## src/rtl/ps2_pkg.sv

```systemverilog
// Shared PS/2 definitions: host transmitter states, frame geometry and
// default 50 MHz timing constants.
package ps2_pkg;

    typedef enum logic [2:0] {
        ST_IDLE      = 3'd0,
        ST_INHIBIT   = 3'd1,
        ST_START     = 3'd2,
        ST_WAIT_CLK  = 3'd3,
        ST_SHIFT     = 3'd4,
        ST_ACK       = 3'd5,
        ST_LINE_IDLE = 3'd6
    } ps2_state_e;

    localparam int PS2_FRAME_BITS = 11;
    localparam int PS2_ACK_EDGE   = 11;
    localparam int PS2_SHIFT_BITS = 10;

    localparam int PS2_INHIBIT_CYCLES_50M = 5000;
    localparam int PS2_TIMEOUT_CYCLES_50M = 1_000_000;

    // Host-side shift frame, LSB first: data[7:0], odd parity, stop.
    function automatic logic [PS2_SHIFT_BITS-1:0] ps2_build_frame(input logic [7:0] d);
        return {1'b1, ~^d, d};
    endfunction

endpackage

```

## src/rtl/ps2_line_sync.sv

```systemverilog
// Two-flop synchronizers for the PS/2 clock and data pins plus a falling-edge
// detector on the synchronized clock; shared with the scan receiver.
module ps2_line_sync (
    input  logic clk,
    input  logic rst,
    input  logic ps2_clk_in,
    input  logic ps2_data_in,
    output logic clk_s,
    output logic data_s,
    output logic fall
);

    logic [1:0] clk_sync_q, clk_sync_d;
    logic [1:0] data_sync_q, data_sync_d;
    logic       clk_prev_q, clk_prev_d;

    always_comb begin
        clk_sync_d  = {clk_sync_q[0], ps2_clk_in};
        data_sync_d = {data_sync_q[0], ps2_data_in};
        clk_prev_d  = clk_sync_q[1];
    end

    // Idle PS/2 lines float high, so reset to 1 to avoid a spurious edge.
    always_ff @(posedge clk or posedge rst) begin
        if (rst) begin
            clk_sync_q  <= 2'b11;
            data_sync_q <= 2'b11;
            clk_prev_q  <= 1'b1;
        end else begin
            clk_sync_q  <= clk_sync_d;
            data_sync_q <= data_sync_d;
            clk_prev_q  <= clk_prev_d;
        end
    end

    assign clk_s  = clk_sync_q[1];
    assign data_s = data_sync_q[1];
    assign fall   = clk_prev_q & ~clk_sync_q[1];

endmodule

```

## src/rtl/ps2_host_tx.sv

```systemverilog
// Host-to-device PS/2 transmitter: sends one command byte to the keyboard
// through active-high pull-low enables and waits for the device ACK.
module ps2_host_tx
    import ps2_pkg::*;
#(
    parameter int INHIBIT_CYCLES = PS2_INHIBIT_CYCLES_50M,
    parameter int TIMEOUT_CYCLES = PS2_TIMEOUT_CYCLES_50M
) (
    input  logic       clk,
    input  logic       rst,
    input  logic [7:0] tx_data,
    input  logic       tx_valid,
    output logic       tx_ready,
    input  logic       ps2k_clk,
    input  logic       ps2k_data,
    output logic       ps2k_clk_oe,
    output logic       ps2k_data_oe,
    output logic       busy,
    output logic       done,
    output logic       err,
    output logic [2:0] dbg_state
);

    localparam int INH_W = $clog2(INHIBIT_CYCLES + 1);
    localparam int WD_W  = $clog2(TIMEOUT_CYCLES + 1);

    // Handshake: a byte is taken on any cycle where tx_valid and tx_ready are
    // both high; tx_ready is high only in IDLE, so tx_valid is ignored otherwise.

    logic clk_s, data_s, fall;

    ps2_line_sync u_sync (
        .clk         (clk),
        .rst         (rst),
        .ps2_clk_in  (ps2k_clk),
        .ps2_data_in (ps2k_data),
        .clk_s       (clk_s),
        .data_s      (data_s),
        .fall        (fall)
    );

    ps2_state_e                state_q, state_d;
    logic [INH_W-1:0]          inh_cnt_q, inh_cnt_d;
    logic [WD_W-1:0]           wd_cnt_q, wd_cnt_d;
    logic [3:0]                bit_cnt_q, bit_cnt_d;
    logic [PS2_SHIFT_BITS-1:0] shift_q, shift_d;
    logic                      clk_oe_q, clk_oe_d;
    logic                      data_oe_q, data_oe_d;
    logic                      tx_ready_q, tx_ready_d;
    logic                      busy_q, busy_d;
    logic                      done_q, done_d;
    logic                      err_q, err_d;

    logic accept;
    logic wd_active;
    logic wd_expire;

    assign accept    = tx_valid & tx_ready_q;
    assign wd_active = state_q inside {ST_START, ST_WAIT_CLK, ST_SHIFT, ST_ACK, ST_LINE_IDLE};
    assign wd_expire = wd_active && (wd_cnt_q == WD_W'(TIMEOUT_CYCLES - 1));

    always_comb begin
        state_d   = state_q;
        inh_cnt_d = inh_cnt_q;
        wd_cnt_d  = wd_cnt_q;
        bit_cnt_d = bit_cnt_q;
        shift_d   = shift_q;
        data_oe_d = data_oe_q;
        done_d    = 1'b0;
        err_d     = 1'b0;

        if (wd_active) begin
            wd_cnt_d = wd_cnt_q + 1'b1;
        end

        case (state_q)
            ST_IDLE: begin
                data_oe_d = 1'b0;
                if (accept) begin
                    state_d   = ST_INHIBIT;
                    shift_d   = ps2_build_frame(tx_data);
                    bit_cnt_d = 4'd0;
                    inh_cnt_d = '0;
                end
            end
            ST_INHIBIT: begin
                data_oe_d = 1'b0;
                if (inh_cnt_q == INH_W'(INHIBIT_CYCLES - 1)) begin
                    state_d   = ST_START;
                    wd_cnt_d  = '0;
                    data_oe_d = 1'b1;
                end else begin
                    inh_cnt_d = inh_cnt_q + 1'b1;
                end
            end
            ST_START: begin
                // Start bit stays low while the clock is handed back to the device.
                data_oe_d = 1'b1;
                state_d   = ST_WAIT_CLK;
            end
            ST_WAIT_CLK, ST_SHIFT: begin
                if (fall) begin
                    data_oe_d = ~shift_q[0];
                    shift_d   = {1'b1, shift_q[PS2_SHIFT_BITS-1:1]};
                    bit_cnt_d = bit_cnt_q + 4'd1;
                    if (state_q == ST_WAIT_CLK) begin
                        state_d = ST_SHIFT;
                    end else if (bit_cnt_q == 4'(PS2_FRAME_BITS - 2)) begin
                        state_d = ST_ACK;
                    end
                end
            end
            ST_ACK: begin
                data_oe_d = 1'b0;
                if (fall) begin
                    bit_cnt_d = 4'(PS2_ACK_EDGE);
                    if (data_s) begin
                        err_d   = 1'b1;
                        state_d = ST_IDLE;
                    end else begin
                        state_d = ST_LINE_IDLE;
                    end
                end
            end
            ST_LINE_IDLE: begin
                if (clk_s && data_s) begin
                    done_d  = 1'b1;
                    state_d = ST_IDLE;
                end
            end
            default: begin
                state_d   = ST_IDLE;
                data_oe_d = 1'b0;
            end
        endcase

        // Watchdog wins over everything, including an ACK on the same cycle.
        if (wd_expire) begin
            state_d   = ST_IDLE;
            err_d     = 1'b1;
            done_d    = 1'b0;
            data_oe_d = 1'b0;
        end

        clk_oe_d   = (state_d == ST_INHIBIT) || (state_d == ST_START);
        tx_ready_d = (state_d == ST_IDLE);
        busy_d     = (state_d != ST_IDLE);
    end

    always_ff @(posedge clk or posedge rst) begin
        if (rst) begin
            state_q    <= ST_IDLE;
            inh_cnt_q  <= '0;
            wd_cnt_q   <= '0;
            bit_cnt_q  <= 4'd0;
            shift_q    <= '0;
            clk_oe_q   <= 1'b0;
            data_oe_q  <= 1'b0;
            tx_ready_q <= 1'b1;
            busy_q     <= 1'b0;
            done_q     <= 1'b0;
            err_q      <= 1'b0;
        end else begin
            state_q    <= state_d;
            inh_cnt_q  <= inh_cnt_d;
            wd_cnt_q   <= wd_cnt_d;
            bit_cnt_q  <= bit_cnt_d;
            shift_q    <= shift_d;
            clk_oe_q   <= clk_oe_d;
            data_oe_q  <= data_oe_d;
            tx_ready_q <= tx_ready_d;
            busy_q     <= busy_d;
            done_q     <= done_d;
            err_q      <= err_d;
        end
    end

    assign ps2k_clk_oe  = clk_oe_q;
    assign ps2k_data_oe = data_oe_q;
    assign tx_ready     = tx_ready_q;
    assign busy         = busy_q;
    assign done         = done_q;
    assign err          = err_q;
    assign dbg_state    = state_q;

endmodule

```

## config.mk

```make
export PLATFORM = sky130hd
export DESIGN_NAME = ps2_host_tx
export DESIGN_NICKNAME = d
export VERILOG_FILES = /design/src/rtl/ps2_pkg.sv /design/src/rtl/ps2_line_sync.sv /design/src/rtl/ps2_host_tx.sv
export SDC_FILE = /design/constraint.sdc
export NUM_CORES = 1
export LEC_CHECK = 0
export ABC_AREA = 1
export CAP_MARGIN = 15
export CORE_ASPECT_RATIO = 1.1
export CORE_MARGIN = 2
export CORE_UTILIZATION = 43
export DETAILED_ROUTE_END_ITERATION = 16
export GPL_ROUTABILITY_DRIVEN = 0
export SYNTH_ARGS = -nofsm -noshare
export SYNTH_HDL_FRONTEND = slang
export SYNTH_SLANG_ARGS = --single-unit
```

## constraint.sdc

```tcl
create_clock -name clk -period 2.3 [get_ports clk]
set_input_delay 0.69 -clock clk [delete_from_list [all_inputs] [get_ports clk]]
set_output_delay 0.69 -clock clk [all_outputs]
set_load 0.005 [all_outputs]
```

# After elaboration in Yosys (flattened, before gate mapping)
# Index checks and enable logic that the tools add are counted.
# Widths: inputs -> output; s select.
# word_totals
regBits	61
out_inout_bits	9
word_cells	88
# op_classes
eq_ne	17
n_mux	34
n_reduce_logical	16
n_bitwise	4
addsub	3
# ops
cell	count
$mux 20	3
$mux 3	9
$mux 13	2
$pmux 13 s2	1
$add 20x1->20 const B	1
$eq 20x20->1 const B	1
$mux 10	2
$pmux 10 s2	1
$pmux 3 s6	1
$add 13x1->13 const B	1
$eq 13x13->1 const B	1
$mux 4	3
$pmux 4 s3	1
$mux 1	10
$ne 2x2->1 const B	5
$eq 3x2->1 const B	3
$eq 3x3->1 const B	3
$reduce_xnor 8->1	1
$eq 3x1->1 const B	2
$logic_not 3->1	2
$reduce_and 3->1	2
$reduce_bool 3->1	2
$reduce_bool 5->1	1
$add 4x1->4 const B	1
other kinds (11)	15

# Logic depth before layout (Yosys ltp)
# Gate-level depths: netlist of the first run.
# logic_depth
word_depth	8
ltp_mapped	11

# Hierarchy
# Synthesis of the first run repeated with hierarchy kept, for this count alone.
# hier_totals
hier_cells	467
hier_area_um2	3539.6
# modules_own_cells
module	instances	cells_each	seq_area_each_um2	area_each_um2
ps2_host_tx	1	459	1402.6	3394.5
ps2_line_sync	1	8	131.4	145.1

# Worst setup path before layout of the first run
# No wires, ideal clock.
# synth_path
path_kind	flip-flop to flip-flop
startpoint	register inh_cnt_q[0]
endpoint	register inh_cnt_q[1]
stages_incl_launch_ff	10
slack_ns	0.777
required_ns	2.183
setup_time_ns	0.117
arrival_time_ns	1.406
cell_sequence	dfrtp_1 > ha_1 > nand2_1 > nor3_4 > nand3_1 > nand2_2 > nand2_4 > buf_6 > nand3_1 > nand2_1
# synth_via
elab_chain_cells	3
# synth_lines
item	line	source
from (decl)	ps2_host_tx.sv:43	logic [INH_W-1:0] inh_cnt_q, inh_cnt_d;
from (signal assigned)	ps2_host_tx.sv:165	inh_cnt_q <= inh_cnt_d;
$add 13x1->13 or $eq 13x13->1 (tied branches)	ps2_host_tx.sv:93, ps2_host_tx.sv:88	
$mux 13 or $ne 2x2->1 (tied branches)	n/a	
$pmux 13 s2 or $reduce_and 3->1 (tied branches)	n/a	
# Parallel ways exist; a longest one is shown, timed or not. The select of a mux whose other input is x is not followed.
# A chain may end at the register's enable or synchronous reset.

# Worst setup path after layout of the first run
# layout_path
startpoint	register state_q[1], in the netlist dbg_state[1]
endpoint	output dbg_state[1]
# layout_lines
item	line	source
from (decl)	ps2_host_tx.sv:42	ps2_state_e state_q, state_d;
from (signal assigned)	ps2_host_tx.sv:164	state_q <= state_d;
to (decl)	ps2_host_tx.sv:21	output logic [2:0] dbg_state
# No word-level cell between the ends.

==> results of run 1 <==
==> state kept, by name, summed over array words and instances (netlist names) <==
| signal | cells |
|---|---|
| bit_cnt_q | 4 |
| busy | 1 |
| dbg_state | 3 |
| done | 1 |
| err | 1 |
| inh_cnt_q | 13 |
| ps2k_clk_oe | 1 |
| ps2k_data_oe | 1 |
| shift_q | 10 |
| tx_ready | 1 |
| u_sync.clk_prev_q | 1 |
| u_sync.clk_sync_q | 2 |
| u_sync.data_sync_q | 2 |
| wd_cnt_q | 20 |
==> routing by layer <==
layer,global-route usage,part of all wire
met3,0.0413,0.033
met5,0,0
met4,0.0627,0.015
met1,0.255,0.50
met2,0.305,0.45
==> area by class of cell <==
type	count	area (um2)	share of cell area
Clock inverter	7	51.3	0.0126
Inverter	53	201	0.0496
Clock buffer	9	124	0.0305
Sequential cell	61	1530	0.378
Multi-Input combinational cell	330	1760	0.433
Tap cell	108	135	0.0333
Timing Repair Buffer	24	258	0.0635
==> power breakdown <==
group / total [mW] / internal, mW / switching (mW)
sequential: 1.39 / 1.24 / 0.149
clock: 0.861 / 0.394 / 0.468
combinational: 0.648 / 0.256 / 0.391
==> synth_stat cells (all sizes together), types with 2 or more instances <==
| cell | n |
|---|---|
| nand2 | 119 |
| o22ai | 4 |
| dfstp | 6 |
| xor2 | 9 |
| o21bai | 2 |
| o21ai | 22 |
| nand3 | 34 |
| xnor2 | 6 |
| buf | 5 |
| nor2 | 61 |
| a31oi | 9 |
| a21oi | 13 |
| nand4 | 19 |
| nor3 | 23 |
| dfrtp | 55 |
| ha | 4 |
| inv | 53 |
==> worst max path at each step <==
stage	endpoint	slack [ns]	cells after the start
3_5_place_dp	shift_q[8]$_DFFE_PP0P_	0.19	7
2_1_floorplan	bit_cnt_q[0]$_DFFE_PP0P_	0.11	1
5_1_grt	dbg_state[2]	0.12	1
3_3_place_gp	shift_q[8]$_DFFE_PP0P_	0.21	7
4_1_cts	dbg_state[1]	0.16	1
6_report	dbg_state[1]	0.19	1
==> metrics by stage <==
stage / area [um2] / power, mW
6_report: 4060 / 2.90
5_1_grt: 4060 / 3.09
4_1_cts: 4060 / 2.93
3_5_place_dp: 3890 / 2.06
3_3_place_gp: 3890 / 2.05
2_1_floorplan: 3530 / 1.88
==> cells by family (layout without fill, tap and decap cells) <==
kind of cell	count (synthesis)	after routing	share of synthesized area
adders and majority gates	4	4	0.0142
buffers and inverters	58	93	0.0683
AOI/OAI and AO/OA	52	52	0.0970
and+or+nand+nor	259	259	0.349
DFF	61	61	0.434
xor gates and xnor gates	15	15	0.0372
==> results.sh, run 1 <==
export IMPL_dp_cells=576
export IMPL_via_per_inst=5.10
export IMPL_htree_levels=3
export IMPL_path_clk_slew_ns=0.07
export IMPL_path_delay_family="buffers and inverters"
export IMPL_worst_ir_drop_vdd_mv=0.370
export IMPL_drv_slew=0
export IMPL_drcViolationCount=0
export IMPL_coreArea_um2=7960
export IMPL_r2r_cells=9
export IMPL_hold_violations=0
export IMPL_nets=496
export IMPL_crit_arrival_ns=1.42
export IMPL_endpoint_kind="primary output"
export IMPL_whs_path_depth=0
export IMPL_finalCritPeriodShare=0.919
export IMPL_postCtsHoldBufs=0
export IMPL_path_buf_inv=1
export IMPL_timing_rr_end="ps2k_data_oe$_DFFE_PP0P_"
export IMPL_drt_initial_drc_count=147
export IMPL_drv_cap=0
export IMPL_whs_endpoint="u_sync.data_sync_q[1]$_DFF_PP1_"
export IMPL_worst_pin_slew_ns=0.447
export IMPL_ys_types=39
export IMPL_slowest_stage="clkdlybuf4s50_1"
export IMPL_postLayoutSetupSlackWorst_ns=0.185
export IMPL_setup_tns_ns=0
export IMPL_die_area_um2=8960
export IMPL_worstSetupPathType="reg2out"
export IMPL_syn_mean_instance_area_um2=7.87
export IMPL_yosysWarnings=0
export IMPL_report_final_setup_viol=0
export IMPL_cp_required_ns=1.61
export IMPL_fmax_ghz=0.473
export IMPL_grt_pass1_wl_mm=13.7
export IMPL_final_core_util=0.511
export IMPL_antenna_found_initial=0
export IMPL_final_cells=592
export IMPL_status="finished, final reports clean"
export IMPL_postRouteAntennaNets=0
export IMPL_ys_seq_area_frac=0.434
export IMPL_reg2reg_slack_ns=0.48
export IMPL_hold_path_class="reg2reg"
export IMPL_pin_count=22
export IMPL_via_count=3020
export IMPL_crit_fanout=6
export IMPL_drive_above_1_share=0.140
export IMPL_synth_edff_count=0
export IMPL_diodes=0
export IMPL_grt_pass1_vias=2976
export IMPL_clock_skew_ns=0.00934
export IMPL_clockBufferDepth=2
export IMPL_clk_latency_ns=0.34
export IMPL_maxSlewHeadroom=0.701
export IMPL_worstHoldStart="u_sync.data_sync_q[0]$_DFF_PP1_"
export IMPL_async_flop_share=1.00
export IMPL_grt_overflow=0
export IMPL_post_cts_buffers=0
export IMPL_crit_chain="clkdlybuf4s50_1"
export IMPL_layout_common_cells="110 x nand2_1, 57 x nor2_1, 55 x dfrtp_1, 41 x inv_1, 34 x nand3_1"
export IMPL_wl_per_cell_um=12.8
export IMPL_grt_usage=0.189
export IMPL_post_place_ws_ns=0.193
export IMPL_final_common_cell="nand2_1"
export IMPL_numCtsBuffers=9
export IMPL_cts_resized=0
export IMPL_clkSinkCount=61
export IMPL_synthCells=449
export IMPL_fp_dieH_um=99.1
export IMPL_num_rows=34
export IMPL_max_stage_delay_ns=0.57
export IMPL_synthFlopType="dfrtp_1"
export IMPL_start_util=0.444
export IMPL_yosys_top_cells_area="dfrtp_1 39%, nand2_1 12%, nor2_1 6.1%, nand3_1 4.8%, dfstp_2 4.5%"
export IMPL_timing_rr_start="dbg_state[2]$_DFF_PP0_"
export IMPL_synth_largest_area_cell="dfrtp_1"
export IMPL_grt_max_degree=29
export IMPL_routed_wl_mm=7.59
export IMPL_cellPowerDensity_nw_per_um2=713
export IMPL_p_leak_nw=1.88
export IMPL_critPathLaunch="dbg_state[1]$_DFF_PP0_"
export IMPL_whs_ns=0.357
export IMPL_clock_root_buffer="clkbuf_8"
export IMPL_synth_nets=466
export IMPL_syn_area_um2=3530
export IMPL_rsz0062_at_grt="false"
export IMPL_drtPass1Iterations=4
export IMPL_fp_dieW_um=90.4
export IMPL_fillCellCount=787
export IMPL_cp_start_kind="flip-flop"
export IMPL_cts_tree="done"
export IMPL_placement_io_buffers=21
export IMPL_synth_top_area_share=0.390
export IMPL_hpwl_mm=5.61
export IMPL_areaGrowthSynthToFinish_pct=14.9
export IMPL_ys_ff_latch=61
export IMPL_finalCriticalPeriod_ns=2.11
Note: power is estimated with default switching activity, not from simulation.
==> run 2, diff against run 1 <==
ABC_AREA = unset   (was 1)
CORE_UTILIZATION = 59   (was 43)
PLACE_DENSITY = 0.8   (was unset)
==> run 2 against run 1 <==
Effect of this change: highest routed layer unchanged; sequential share of layout area up 1.7 points; largest cell class unchanged; via count down 11%; cell count shrank 25%.
==> results.sh, run 2 <==
export IMPL_post_place_ws_ns=0.133
export IMPL_cp_start_kind="flip-flop"
export IMPL_nets=382
export IMPL_path_clk_slew_ns=0.07
export IMPL_numCtsBuffers=9
export IMPL_yosysMostFrequentCell="dfrtp_1"
export IMPL_drcViolationCount=0
export IMPL_postRouteAntennaNets=0
export IMPL_top_regs="wd_cnt_q (20), inh_cnt_q (13), shift_q (10)"
export IMPL_worst_pin_slew_ns=0.605
export IMPL_synth_edff_count=0
export IMPL_diodes=0
export IMPL_status="finished, final reports clean"
export IMPL_cp_required_ns=1.61
export IMPL_synthTopCellsByCount="55 x dfrtp_1, 20 x nand2_1, 20 x nor2_1"
export IMPL_drv_slew=0
export IMPL_largest_reg_flops=20
export IMPL_maxSlewHeadroom=0.596
export IMPL_total_power_mw=2.02
export IMPL_slowest_stage="clkdlybuf4s50_1"
export IMPL_final_common_cell="dfrtp_1"
export IMPL_async_flop_share=1.00
export IMPL_synth_largest_area_cell="dfrtp_1"
export IMPL_die_area_um2=6230
export IMPL_grt_pass1_wl_mm=11.4
export IMPL_grt_overflow=0
export IMPL_clock_root_buffer="clkbuf_8"
export IMPL_ys_types=52
export IMPL_fp_dieH_um=82.6
export IMPL_routed_wl_mm=7.00
export IMPL_hold_path_class="reg2reg"
export IMPL_layout_common_cells="53 x dfrtp_1, 21 x clkdlybuf4s50_1, 20 x nand2_1, 20 x nor2_1, 18 x a21oi_1"
export IMPL_grt_pass1_vias=2575
export IMPL_endpoint_kind="primary output"
export IMPL_clk_latency_ns=0.34
export IMPL_yosys_top_cells_area="dfrtp_1 42%, mux2_2 5.4%, dfstp_2 4.8%, xnor2_1 3.7%, o31ai_1 2.9%"
export IMPL_synth_top_area_share=0.416
export IMPL_htree_levels=3
export IMPL_worst_ir_drop_vdd_mv=0.430
export IMPL_clkSinkCount=61
export IMPL_syn_mean_instance_area_um2=10.0
export IMPL_start_util=0.614
export IMPL_fp_dieW_um=75.4
export IMPL_drive_above_1_share=0.170
export IMPL_crit_fanout=14
export IMPL_finalCriticalPeriod_ns=2.21
export IMPL_postLayoutSetupSlackWorst_ns=0.0947
export IMPL_path_delay_family="buffers and inverters"
export IMPL_crit_arrival_ns=1.52
export IMPL_worstSetupPathType="reg2out"
export IMPL_synthCells=330
export IMPL_synthFlopType="dfrtp_1"
export IMPL_hold_violations=0
export IMPL_antenna_found_initial=0
export IMPL_report_final_setup_viol=0
export IMPL_finalCritPeriodShare=0.959
export IMPL_via_per_inst=6.03
export IMPL_via_count=2683
export IMPL_num_rows=28
export IMPL_post_cts_buffers=0
export IMPL_ys_ff_latch=61
export IMPL_yosysWarnings=0
export IMPL_p_leak_nw=1.72
export IMPL_crit_chain="buf_6, clkdlybuf4s50_1"
export IMPL_grt_max_degree=28
export IMPL_max_stage_delay_ns=0.51
export IMPL_coreArea_um2=5400
export IMPL_fillCellCount=437
export IMPL_setup_tns_ns=0
export IMPL_pin_count=22
export IMPL_clockBufferDepth=2
export IMPL_areaGrowthSynthToFinish_pct=17.5
export IMPL_rsz0062_at_grt="false"
export IMPL_wl_per_cell_um=15.7
export IMPL_drv_cap=0
export IMPL_grt_usage=0.242
export IMPL_fmax_ghz=0.453
export IMPL_drt_initial_drc_count=114
export IMPL_synth_nets=347
export IMPL_placement_io_buffers=21
export IMPL_ys_seq_area_frac=0.463
export IMPL_drtPass1Iterations=4
export IMPL_syn_area_um2=3310
export IMPL_top_register="wd_cnt_q"
export IMPL_cellPowerDensity_nw_per_um2=520
export IMPL_clock_skew_ns=0.00949
export IMPL_cts_tree="done"
export IMPL_path_buf_inv=2
export IMPL_hpwl_mm=4.91
-- run 2: stage by stage --
stage	hold slack, ns	util	instances	instance area, um2
2_1_floorplan	0.345	-	330	3310
3_3_place_gp	0.346	0.688	429	3710
3_5_place_dp	0.348	0.688	429	3710
4_1_cts	0.350	0.720	445	3890
5_1_grt	0.349	0.721	445	3890
6_report	0.345	0.721	445	3890
-- run 2: final timing paths --
path / from / endpoint / slack [ns] / cells after the start
max in group asynchronous: rst / u_sync.clk_sync_q[0]$_DFF_PP1_ / 1.02 / 3
worst max-delay path: dbg_state[0]$_DFF_PP0_ / dbg_state[0] / 0.09 / 2
min in group asynchronous: rst / wd_cnt_q[18]$_DFF_PP0_ / 0.70 / 2
worst min-delay path: u_sync.data_sync_q[0]$_DFF_PP1_ / u_sync.data_sync_q[1]$_DFF_PP1_ / 0.35 / 0
worst max register to register: inh_cnt_q[0]$_DFFE_PP0P_ / inh_cnt_q[11]$_DFFE_PP0P_ / 0.24 / 5
worst min register to register: u_sync.data_sync_q[0]$_DFF_PP1_ / u_sync.data_sync_q[1]$_DFF_PP1_ / 0.35 / 0
-- run 2: final cells by class --
class | count | area [um2] | share of cell area
Multi-Input combinational cell | 244 | 1680 | 0.431
Sequential cell | 61 | 1540 | 0.395
Timing Repair Buffer | 39 | 374 | 0.0962
Clock buffer | 14 | 163 | 0.0418
Tap cell | 75 | 93.8 | 0.0241
Inverter | 10 | 37.5 | 0.00965
Clock inverter | 2 | 10.0 | 0.00257
-- run 2: metal layers --
layer	track usage	vias to the layer above	routed length (um)
li1	-	1285	-
met1	0.292	1332	3100
met2	0.407	55	3560
met3	0.0667	11	244
met4	0.0930	0	93
met5	0	-	0
-- run 2: cell families after synthesis --
family | after synthesis | share of synthesized area
multiplexers | 25 | 0.0816
AO/OA/AOI/OAI | 63 | 0.131
AND/OR/NAND/NOR | 134 | 0.231
flip-flops | 61 | 0.463
buffers and inverters | 25 | 0.0306
XOR/XNOR | 18 | 0.0476
adder cells (fa/ha/maj) | 4 | 0.0151
-- run 2: repair_timing --
action                                  in CTS  in global routing
hold buffers                                 0                  0
endpoints found under the hold margin        0                  0
gates resized for setup                      2                  1
endpoints found under the setup margin       2                  1
-- run 2: report_power, final --
group	internal [mW]	total [mW]	switching, mW
registers	1.08	1.08	0.00265
clock network	0.448	0.849	0.401
logic	0.0448	0.0895	0.0446
total	1.57	2.02	0.448
==> run 3, diff against run 2 <==
--- a/config.mk
+++ b/config.mk
@@ -10,6 +10,7 @@
 export CORE_MARGIN = 2
-export CORE_UTILIZATION = 59
+export CORE_UTILIZATION = 60
 export DETAILED_ROUTE_END_ITERATION = 16
+export DONT_BUFFER_PORTS = 1
 export GPL_ROUTABILITY_DRIVEN = 0
-export PLACE_DENSITY = 0.8
+export PLACE_DENSITY = 0.76
 export SYNTH_ARGS = -nofsm -noshare
--- a/constraint.sdc
+++ b/constraint.sdc
@@ -3,2 +3,2 @@
 set_output_delay 0.69 -clock clk [all_outputs]
-set_load 0.005 [all_outputs]
+set_load 0.02 [all_outputs]
==> run 3 against run 2 <==
Effect of this change: first-iteration DRC count is 18% higher; global-route usage is 0.14 points higher; sequential power hardly changed; sequential cell count stayed put; combinational power is 31% lower; clock-buffer cell count is 2 lower.
==> results.sh, run 3 (synthesis gave the netlist of run 2 again) <==
export IMPL_setup_tns_ns=0
export IMPL_cellPowerDensity_nw_per_um2=577
export IMPL_report_final_setup_viol=0
export IMPL_timing_rr_end="wd_cnt_q[19]$_DFF_PP0_"
export IMPL_r2r_cells=4
export IMPL_drive_above_1_share=0.161
export IMPL_htree_levels=3
export IMPL_grtUsageMet3=0.0442
export IMPL_clockBufferDepth=2
export IMPL_via_per_inst=6.12
export IMPL_fp_dieH_um=81.9
export IMPL_p_int_mw=1.63
export IMPL_grt_pass1_vias=2533
export IMPL_clock_root_buffer="clkbuf_8"
export IMPL_drcViolationCount=0
export IMPL_finalCriticalPeriod_ns=2.14
export IMPL_finalCritPeriodShare=0.929
export IMPL_hpwl_mm=4.67
export IMPL_endpoint_kind="flip-flop"
export IMPL_clock_skew_ns=0.00991
export IMPL_p_leak_nw=1.60
export IMPL_path_clk_slew_ns=0.07
export IMPL_grt_pass1_wl_mm=11.3
export IMPL_hold_path_class="in2async"
export IMPL_grt_overflow=0
export IMPL_fillCellCount=418
export IMPL_rsz0062_at_grt="false"
export IMPL_pin_count=22
export IMPL_final_common_cell="dfrtp_1"
export IMPL_coreArea_um2=5360
export IMPL_finalInstanceArea_um2=3630
export IMPL_power_frac_clock=0.454
export IMPL_clk_latency_ns=0.35
export IMPL_p_sw_frac=0.221
export IMPL_final_core_util=0.678
export IMPL_p_seq_frac=0.516
export IMPL_worst_ir_drop_vdd_mv=0.448
export IMPL_busiest_layer="met2"
export IMPL_num_rows=28
export IMPL_drv_cap=0
export IMPL_postRouteAntennaNets=0
export IMPL_comb_power_share=0.030
export IMPL_wl_per_cell_um=15.9
export IMPL_clkSinkCount=61
export IMPL_drtPass1Iterations=5
export IMPL_layout_common_cells="55 x dfrtp_1, 20 x nand2_1, 20 x nor2_1, 18 x a21oi_1, 16 x mux2_2"
export IMPL_grtUsageMet1=0.299
export IMPL_cp_required_ns=2.57
export IMPL_antenna_found_initial=0
export IMPL_grt_max_degree=62
export IMPL_drt_initial_drc_count=134
export IMPL_status="finished, final reports clean"
export IMPL_maxSlewHeadroom=0.613
export IMPL_fmax_ghz=0.468
export IMPL_areaGrowthSynthToFinish_pct=9.71
export IMPL_worstSetupPathType="reg2reg"
export IMPL_nets=354
export IMPL_drv_slew=0
export IMPL_reg2reg_slack_ns=0.16
export IMPL_placed_cell_area_um2=3440
export IMPL_postLayoutSetupSlackWorst_ns=0.163
export IMPL_start_util=0.618
export IMPL_fp_dieW_um=74.8
export IMPL_cts_resized=0
export IMPL_met2_usage=0.404
export IMPL_numCtsBuffers=9
export IMPL_timing_rr_start="dbg_state[2]$_DFF_PP0_"
export IMPL_switching_power_uw=463
export IMPL_diodes=0
export IMPL_routed_wl_mm=6.65
export IMPL_via_count=2551
export IMPL_cp_start_kind="flip-flop"
export IMPL_placement_io_buffers=0
export IMPL_crit_arrival_ns=2.41
export IMPL_post_place_ws_ns=0.193
export IMPL_top_register="wd_cnt_q"
export IMPL_grt_usage=0.243
export IMPL_postCtsHoldBufs=0
export IMPL_largest_reg_flops=20
export IMPL_cts_tree="done"
export IMPL_post_cts_buffers=0
export IMPL_hold_violations=0
export IMPL_die_area_um2=6130
export IMPL_critPathLaunch="dbg_state[2]$_DFF_PP0_"
export IMPL_top_regs="wd_cnt_q (20), inh_cnt_q (13), shift_q (10)"
export IMPL_crit_fanout=15
export IMPL_worst_pin_slew_ns=0.576
[run 3: changes by cell type in the layout (fill, tap and decap cells not counted), sizes merged]
cell / change
bufinv: +1
clkinvlp: +2
clkinv: -1
clkbuf: -2
buf: -7
clkdlybuf4s50: -21
[run 3: through the flow]
| step | instances | power (mW) | hold slack, ns |
|---|---|---|---|
| 2_1_floorplan | 330 | 1.15 | 0.345 |
| 6_report | 417 | 2.10 | 0.277 |
| 5_1_grt | 417 | 2.16 | 0.310 |
| 3_5_place_dp | 401 | 1.17 | 0.349 |
| 4_1_cts | 417 | 2.11 | 0.297 |
| 3_3_place_gp | 401 | 1.17 | 0.346 |
[run 3: area by class of cell]
cell class,count,area [um2],share of cell area
sequential,61,1530,0.422
clock inverter,4,50.0,0.0138
clock buffer,12,145,0.0400
tap,75,93.8,0.0258
multi-input combinational,244,1680,0.462
inverter,10,37.5,0.0103
timing repair buffer,11,95.1,0.0262
[run 3: worst max path at each step]
stage	endpoint	slack [ns]	depth (start not counted)
global placement	wd_cnt_q[19]$_DFF_PP0_	0.25	4
finish	wd_cnt_q[19]$_DFF_PP0_	0.16	4
global route	wd_cnt_q[19]$_DFF_PP0_	0.02	4
floorplan	bit_cnt_q[0]$_DFFE_PP0P_	0.11	1
detailed placement	wd_cnt_q[19]$_DFF_PP0_	0.19	4
CTS	wd_cnt_q[19]$_DFF_PP0_	0.17	4
[run 3: power groups by stage]
stage | registers (mW) | logic (mW) | clock network (mW)
after floorplan | 1.10 | 0.0493 | 0
final | 1.08 | 0.0622 | 0.952
after global routing | 1.08 | 0.0715 | 1.01
after global placement | 1.10 | 0.0631 | 0
after CTS | 1.08 | 0.0644 | 0.962
after detailed placement | 1.10 | 0.0643 | 0
[run 3: worst max-delay path, stage by stage (launching register included)]
cell     delay, ns
dfrtp_1       0.51
and3_1        0.33
or3_1         0.56
or4_1         0.52
a21oi_1       0.14
[run 3: metal layers]
layer,vias to the layer above,wire (um)
li1,1234,-
met1,1263,2930
met2,42,3340
met3,12,229
met4,0,148
met5,-,0
